--- src/rtl/mandelbrot_pkg.sv ---
// Shared types and default geometry for the Mandelbrot datapath and video pipe.
package mandelbrot_pkg;

  typedef enum logic [1:0] {IDLE, LOAD, RUN, DONE} man_state_t;

  localparam int MAN_FPW  = 54;
  localparam int MAN_HRES = 800;
  localparam int MAN_VRES = 600;
  localparam int MAN_CW   = 12;
  localparam int MAN_AW   = 19;

endpackage

--- src/rtl/mandelbrot_scr_cnt.sv ---
// Raster position counter: hcnt walks a line, vcnt walks the frame, both wrap to 0.
module mandelbrot_scr_cnt
  import mandelbrot_pkg::*;
#(
  parameter int HRES = MAN_HRES,
  parameter int VRES = MAN_VRES,
  parameter int CW   = MAN_CW
) (
  input  logic          man_clk,
  input  logic          man_rst,
  input  logic          step,
  input  logic          clear,
  output logic [CW-1:0] hcnt,
  output logic [CW-1:0] vcnt,
  output logic          line_end,
  output logic          frame_end
);

  assign line_end  = (hcnt == CW'(HRES - 1));
  assign frame_end = line_end && (vcnt == CW'(VRES - 1));

  always_ff @(posedge man_clk or posedge man_rst) begin
    if (man_rst) begin
      hcnt <= '0;
      vcnt <= '0;
    end else if (clear) begin
      hcnt <= '0;
      vcnt <= '0;
    end else if (step) begin
      if (line_end) begin
        hcnt <= '0;
        vcnt <= frame_end ? '0 : vcnt + CW'(1);
      end else begin
        hcnt <= hcnt + CW'(1);
      end
    end
  end

endmodule

--- src/rtl/mandelbrot_coord_gen.sv ---
// Per-frame raster coordinate generator feeding the iteration core over valid/ready.
module mandelbrot_coord_gen
  import mandelbrot_pkg::*;
#(
  parameter int FPW  = MAN_FPW,
  parameter int HRES = MAN_HRES,
  parameter int VRES = MAN_VRES,
  parameter int CW   = MAN_CW,
  parameter int AW   = MAN_AW
) (
  input  logic                  man_clk,
  input  logic                  man_rst,
  input  logic                  clk_en,
  input  logic                  init,
  input  logic signed [FPW-1:0] man_x0,
  input  logic signed [FPW-1:0] man_y0,
  input  logic signed [FPW-1:0] man_xs,
  input  logic signed [FPW-1:0] man_ys,
  output logic                  out_vld,
  input  logic                  out_rdy,
  output logic signed [FPW-1:0] out_cx,
  output logic signed [FPW-1:0] out_cy,
  output logic [AW-1:0]         out_adr,
  output logic                  busy,
  output logic                  done
);

  man_state_t            state;
  logic                  init_d;
  logic                  start;
  logic                  accept;
  logic signed [FPW-1:0] x0_r;
  logic signed [FPW-1:0] xs_r;
  logic signed [FPW-1:0] ys_r;
  logic [CW-1:0]         hcnt;
  logic [CW-1:0]         vcnt;
  logic                  line_end;
  logic                  frame_end;
  logic                  unused_cnt;

  assign start      = init & ~init_d;
  assign accept     = out_vld & out_rdy & clk_en;
  assign unused_cnt = ^{hcnt, vcnt};

  mandelbrot_scr_cnt #(
    .HRES (HRES),
    .VRES (VRES),
    .CW   (CW)
  ) u_scr_cnt (
    .man_clk   (man_clk),
    .man_rst   (man_rst),
    .step      (accept & ~start),
    .clear     (clk_en & (start | (state == LOAD))),
    .hcnt      (hcnt),
    .vcnt      (vcnt),
    .line_end  (line_end),
    .frame_end (frame_end)
  );

  // Frame parameters are data only; they are captured once per frame in LOAD.
  always_ff @(posedge man_clk) begin
    if (clk_en && !start && state == LOAD) begin
      x0_r <= man_x0;
      xs_r <= man_xs;
      ys_r <= man_ys;
    end
  end

  always_ff @(posedge man_clk or posedge man_rst) begin
    if (man_rst) begin
      state   <= IDLE;
      init_d  <= 1'b0;
      out_vld <= 1'b0;
      busy    <= 1'b0;
      done    <= 1'b0;
      out_cx  <= '0;
      out_cy  <= '0;
      out_adr <= '0;
    end else if (clk_en) begin
      init_d <= init;
      if (start) begin
        // A new frame always wins, dropping whatever pixel was pending.
        state   <= LOAD;
        out_vld <= 1'b0;
        busy    <= 1'b1;
        done    <= 1'b0;
      end else begin
        case (state)
          LOAD: begin
            state   <= RUN;
            out_vld <= 1'b1;
            out_cx  <= man_x0;
            out_cy  <= man_y0;
            out_adr <= '0;
          end
          RUN: begin
            if (accept) begin
              out_adr <= out_adr + AW'(1);
              if (frame_end) begin
                state   <= DONE;
                out_vld <= 1'b0;
                busy    <= 1'b0;
                done    <= 1'b1;
              end else if (line_end) begin
                out_cx <= x0_r;
                out_cy <= out_cy - ys_r;
              end else begin
                out_cx <= out_cx + xs_r;
              end
            end
          end
          default: ;
        endcase
      end
    end
  end

endmodule

--- config.mk ---
export PLATFORM = sky130hd
export DESIGN_NAME = mandelbrot_coord_gen
export DESIGN_NICKNAME = d
export VERILOG_FILES = /design/src/rtl/mandelbrot_pkg.sv /design/src/rtl/mandelbrot_scr_cnt.sv /design/src/rtl/mandelbrot_coord_gen.sv
export SDC_FILE = /design/constraint.sdc
export NUM_CORES = 1
export LEC_CHECK = 0
export BUFFER_PORTS_ARGS = -buffer_cell sky130_fd_sc_hd__buf_2
export CAP_MARGIN = 20
export CELL_PAD_IN_SITES_DETAIL_PLACEMENT = 1
export CELL_PAD_IN_SITES_GLOBAL_PLACEMENT = 2
export CORE_MARGIN = 4
export CORE_UTILIZATION = 35
export DETAILED_ROUTE_END_ITERATION = 10
export PLACE_DENSITY_LB_ADDON = 0.2
export SYNTH_ARGS = -nofsm -noshare
export SYNTH_HDL_FRONTEND = slang
export SYNTH_SLANG_ARGS = --single-unit
--- constraint.sdc ---
create_clock -name man_clk -period 8.4 [get_ports man_clk]
set_input_delay 1.68 -clock man_clk [delete_from_list [all_inputs] [get_ports man_clk]]
set_output_delay 1.68 -clock man_clk [all_outputs]
set_load 0.1 [all_outputs]
Word-level counts from Yosys, hierarchy flattened:

Index checks and enable logic that the tools add are counted.

* register bits: 319
* input bits: 221
* output and inout port bits: 130
* word-level logic and storage cells: 83

* add/sub/neg operators: 5
* eq/ne operators: 9
* multiplexer cells: 31
* bitwise logic cells: 8
* reductions and logical operators: 17

Operators by type and width (count)
* $mux 54: 6
* $pmux 54 s2: 2
* $mux 12: 7
* $add 54x54->54: 1
* $sub 54x54->54: 1
* $pmux 19 s2: 1
* $add 12x1->12 const B: 2
* $eq 12x10->1 const B: 2
* $add 19x1->19 const B: 1
* $mux 19: 1
* $reduce_and 4->1: 3
* $reduce_bool 2->1: 6
* $mux 1: 9
* $mux 2: 3
* $reduce_and 6->1: 1
* $and 1x1->1: 5
* $reduce_and 5->1: 1
* $ne 2x2->1 const B: 2
* $pmux 2 s2: 1
* $logic_and 1x1->1: 3
* $ne 3x2->1 const B: 1
* $ne 3x3->1 const B: 1
* $reduce_bool 3->1: 1
* $eq 2x1->1 const B: 1
* other kinds (7): 8

Logic depth before layout (Yosys ltp):

* depth after elaboration: 6
* gate-level depth with buffers: 13
* gate-level depth less buffers: 13

Hierarchy:

A second synthesis with hierarchy kept.

* cell total of the unflattened synthesis: 1983
* area, all modules: 18672.9 um2

Modules (own cells, without submodules)
* mandelbrot_coord_gen: instances 1, cells an instance 1834, area an instance 17306.6 um2, seq. area each 8192.9 um2
* mandelbrot_scr_cnt: instances 1, cells an instance 149, area an instance 1366.3 um2, seq. area each 600.6 um2

Least setup slack after synthesis:

Ideal clock, no wire load.

* kind: input-to-reg
* from: input init
* to: register x0_r[0] (enable)
* library setup time: 0.590 ns
* arrival: 6.821 ns
* data required time: 7.810 ns
* slack: 0.988 ns
* stages on the path: 4
* buffers on the path: 1
* cell sequence: nand2b_1 > nand2_1 > nor2_1 > clkbuf_1

* cells in the longest elaborated chain, start to end: 4

Ends and longest elaborated chain
* start: declaration: line mandelbrot_coord_gen.sv:14 `input logic init,`
* $and 1x1->1: line mandelbrot_coord_gen.sv:41 `assign start = init & ~init_d;`
* $logic_not 1->1: line mandelbrot_coord_gen.sv:62 `if (clk_en && !start && state == LOAD) begin`
* $logic_and 1x1->1 (2 in a row): line mandelbrot_coord_gen.sv:62
* end signal: assignment: line mandelbrot_coord_gen.sv:63 `x0_r <= man_x0;`
* end: declaration: line mandelbrot_coord_gen.sv:32 `logic signed [FPW-1:0] x0_r;`

No other way between the ends.
A chain may end at the register's enable or synchronous reset.

Worst setup path after layout:

* from: register u_scr_cnt.hcnt[10]
* to: register out_cx[31]

* cells in the longest elaborated chain, start to end: 5
* elaborated cells between the ends (all ways): 8
* those cells by class: eq/ne: 2; mux: 4; reduce/logical: 2

Ends and longest elaborated chain
* start: declaration: line mandelbrot_scr_cnt.sv:13 `output logic [CW-1:0] hcnt,`
* start signal: assignment: line mandelbrot_scr_cnt.sv:34 `hcnt <= hcnt + CW'(1);`
* $eq 12x10->1 (*): line mandelbrot_scr_cnt.sv:19 `assign line_end = (hcnt == CW'(HRES - 1));`
* $mux 54: line mandelbrot_coord_gen.sv:104 `end else if (line_end) begin`
* $mux 54: line mandelbrot_coord_gen.sv:99 `if (frame_end) begin`
* $mux 54: line mandelbrot_coord_gen.sv:97 `if (accept) begin`
* $pmux 54 s2: line mandelbrot_coord_gen.sv:88 `case (state)`
* end signal: assignment: line mandelbrot_coord_gen.sv:92 `out_cx <= man_x0;`
* end signal: assignment: line mandelbrot_coord_gen.sv:105 `out_cx <= x0_r;`
* end signal: assignment: line mandelbrot_coord_gen.sv:108 `out_cx <= out_cx + xs_r;`
* end: declaration: line mandelbrot_coord_gen.sv:21 `output logic signed [FPW-1:0] out_cx,`

Every way passes the cells marked *; elsewhere a longest branch is shown, timed or not. The select of a mux whose other input is x is not followed.

==> impl_metrics.ini <==
[sta]
finalSetupViolations = 0
fin_crit_sh_pct = 54.4
grt_setup_unrepaired = no
slew_headroom_pct = 36.1
fin_crit_ps = 4570
setup_tns_ps = 0
worst_pin_slew_ps = 952
slew_violations = 0
finClkSkew_ps = 24.1
hold_viol = 0
fmax_ghz = 0.219
fin_ws_ps = 3830

[yosys]
yosysSeqAreaShare_pct = 45.7
synth_edf_count = 162
ys_ff_latch = 319
yosys_most_used_dff = edfxtp_1
yosys.cell_types.count = 86
syn_avg_cell_area_um2 = 9.42
synth_nets = 2375
async_reset_ff_share_pct = 49.2
syn_area_mm2 = 0.0192
yosysWarnings = 0
synth_cells = 2043

[detailed_routing]
firstDrtPassIters = 5
routed_wl_mm = 65.8
route.met2.wl_mm = 31.5
vias = 16800
wl_met3_mm = 2.73
detail_route.wl_per_cell_um = 21.4
initialDrtViolationCount = 762
top_layer_used = met4
ant_nets = 0
drc = 0
post_drt_via_cell_ratio = 5.45
wl_met1_mm = 29.8

[die]
die_width_um = 243
rows = 85
ioPinCount = 351
fp.dieH_um = 243
die-area_mm2 = 0.0588
initial_core_util_pct = 35.6
core-area_mm2 = 0.0541

[job]
max-cap-violations = 0

[clocking]
cts_made_buffers = 40
clk_root_buffer_cell = clkbuf_16
clkTransAtPathRegs_ps = 60
worstSkewPairLatency_ps = 580
cts_tree = built
clock-sinks = 319
cts_buffer_depth = 3
holdBufCountCts = 0
post_cts_buffers = 0
htree_levels = 2
ctsResizeCount = 0

[global_route]
grt_pass1_wl_mm = 103
antenna_found_initial = 1
grt_pass1_vias = 17900
track_usage_pct = 21.8
grt_max_degree = 88
overflow = 0

[status]
status = completed

[worst_setup_path]
cp_common_cell = buf_4
crit_family = simple AND/OR/NAND/NOR gates
crit_required_ps = 8850
cp.arrival_ps = 5020
crit_chain = or4b_1 -> nor3_2 -> and4_2 -> buf_4 -> nand4_4 -> o21ai_4 -> buf_4 -> nor2_1 -> a221o_1
r2r_slack_ps = 3830
r2r_start = u_scr_cnt.hcnt[10]
cp_num_buf_inv = 2
crit_path_max_fanout = 68
cp_slowest_cell = o21ai_4
critPathLaunchType = flop
end_kind = flop
critPathKind = reg2reg
regToRegEndpoint = out_cx[31]
reg2regPathDepth = 9
cp_slowest_stage_delay_ps = 790

[place]
hpwl_mm = 48.6
gp_congestion = 0.820
io_buffers = 350
dp_slack_ps = 3750

[worst_hold_path]
hold_class = reg2reg
min_to = out_cy[50]
hold_depth = 2
hold_start = out_cy[50]

[power_and_ir_drop]
power_density_mw_per_mm2 = 425
vdd_drop_max_uv = 237
finalPower_mw = 9.70
leakagePower_nw = 10.2

[cells_and_area]
layout.nets = 2683
syn_to_final_growth_pct = 18.6
layout-drive-gt1-share_pct = 19.7
cell usage in the layout, fill, tap and decap left out, types with 5 or more instances in the layout:
cell and instances:
a211oi_1 18, a21boi_0 7, a21o_1 65, a21oi_1 226, a221oi_1 9, a31oi_1 27
and2_1 14, and3_1 31, and4_1 7, buf_2 350, buf_4 15, clkbuf_1 16
clkbuf_16 41, clkinv_1 5, clkinv_2 6, dfrtp_1 157, edfxtp_1 162, ha_1 109
inv_1 84, mux2i_1 11, nand2_1 219, nand2b_1 16, nand3_1 46, nand4_1 41
nor2_1 156, nor2b_1 11, nor3_1 20, o211ai_1 20, o21a_1 17, o21ai_0 185
o21ai_1 14, o21bai_1 26, o22ai_1 6, o31a_1 5, o31ai_1 8, or2_2 6
or3_1 18, xnor2_1 59, xor2_1 54
report_power, final:
part / internal, mW / leakage, nW / switching (mW)
Sequential: 1.98 / 3.47 / 0.312
Combinational: 1.56 / 6.11 / 4.21
Clock: 0.929 / 0.590 / 0.708
Total: 4.47 / 10.2 / 5.23
synthesized netlist by cell type (4+ instances only):
| master | n | area, µm² |
|---|---|---|
| nor2b_1 | 12 | 75.1 |
| o21ai_0 | 185 | 926 |
| a221o_1 | 4 | 40.0 |
| o21a_1 | 17 | 128 |
| dfrtp_1 | 157 | 3930 |
| and2_1 | 14 | 87.6 |
| a21oi_1 | 226 | 1130 |
| edfxtp_1 | 162 | 4860 |
| xor2_1 | 54 | 473 |
| nand2_1 | 221 | 830 |
| a21o_1 | 65 | 488 |
| o22ai_1 | 6 | 37.5 |
| nor2_1 | 157 | 589 |
| ha_1 | 109 | 1360 |
| a21boi_0 | 7 | 52.6 |
| nor3b_1 | 4 | 30.0 |
| mux2i_1 | 11 | 110 |
| nand2b_1 | 16 | 100 |
| o31ai_1 | 8 | 60.1 |
| o31a_1 | 5 | 43.8 |
| o21ai_1 | 14 | 70.1 |
| or3_1 | 18 | 113 |
| nor4_1 | 4 | 25.0 |
| nand3_1 | 46 | 230 |
| a31oi_1 | 27 | 169 |
| o21bai_1 | 26 | 195 |
| or2_2 | 6 | 37.5 |
| inv_1 | 85 | 319 |
| a211oi_1 | 18 | 135 |
| nor3_1 | 20 | 100 |
| and3_1 | 31 | 194 |
| o211ai_1 | 20 | 150 |
| clkbuf_1 | 65 | 244 |
| nand4_1 | 41 | 257 |
| buf_4 | 4 | 30.0 |
| xnor2_1 | 59 | 517 |
| a221oi_1 | 9 | 78.8 |
| and4_1 | 8 | 70.1 |
| buf_2 | 21 | 105 |
| buf_1 | 6 | 22.5 |
through the flow:
stage / instance area, µm² / util, % / hold WS [ps] / cells
after global routing: 22800 / 42.2 / 551 / 3080
after CTS: 22800 / 42.1 / 515 / 3078
after floorplan: 19200 / - / 477 / 2043
after detailed placement: 21600 / 39.9 / 502 / 3004
final: 22800 / 42.2 / 507 / 3080
after global placement: 21600 / 39.9 / 488 / 3004
sequential cells by signal (all words and copies together) (netlist names):
name            count
out_cx             54
out_cy             54
x0_r               54
xs_r               54
ys_r               54
out_adr            19
u_scr_cnt.hcnt     12
u_scr_cnt.vcnt     12
state               2
busy                1
done                1
init_d              1
out_vld             1
routing by layer:
| layer | GRT usage (%) | vias up |
|---|---|---|
| li1 | - | 8058 |
| met1 | 28.4 | 8322 |
| met2 | 37.3 | 322 |
| met3 | 3.46 | 89 |
| met4 | 6.59 | 0 |
| met5 | 0 | - |
final cells by class:
class	count	area [µm²]
antenna	1	2.50
tap	696	871
sequential	319	8790
timing repair buffer	366	1890
multi-input combinational	1539	9740
inverter	85	324
fill	6276	31300
clock buffer	60	1130
clock inverter	14	75.1
logic make-up (layout without fill, tap and decap cells):
group | after synthesis | after routing | synth area share [%]
muxes | 14 | 14 | 0.748
adders and majority gates | 111 | 111 | 7.29
other | 0 | 1 | 0
AOI/OAI and AO/OA | 687 | 687 | 22.2
and+or+nand+nor | 614 | 614 | 15.1
buffers and inverters | 185 | 525 | 3.88
DFF | 319 | 319 | 45.7
xor gates and xnor gates | 113 | 113 | 5.14
worst reg2reg max path: cells and delay by family (launching register included):
kind / cells / cell delay [ps]
AO/OA/AOI/OAI: 2 / 1160
buffers and inverters: 2 / 1300
flip-flops: 1 / 410
AND/OR/NAND/NOR: 5 / 1610
how the worst max path moves through the flow:
stage	from	to	slack, ps	cells past startpoint
5_1_grt	u_scr_cnt.hcnt[10]	out_cx[27]	3490	9
3_3_place_gp	u_scr_cnt.hcnt[7]	out_cx[27]	3850	9
6_report	u_scr_cnt.hcnt[10]	out_cx[31]	3830	9
2_1_floorplan	init	x0_r[0]	990	4
4_1_cts	u_scr_cnt.hcnt[7]	out_cx[31]	3750	9
3_5_place_dp	u_scr_cnt.hcnt[10]	out_cx[31]	3750	9
No activity file was read; power rests on OpenSTA's default activity.
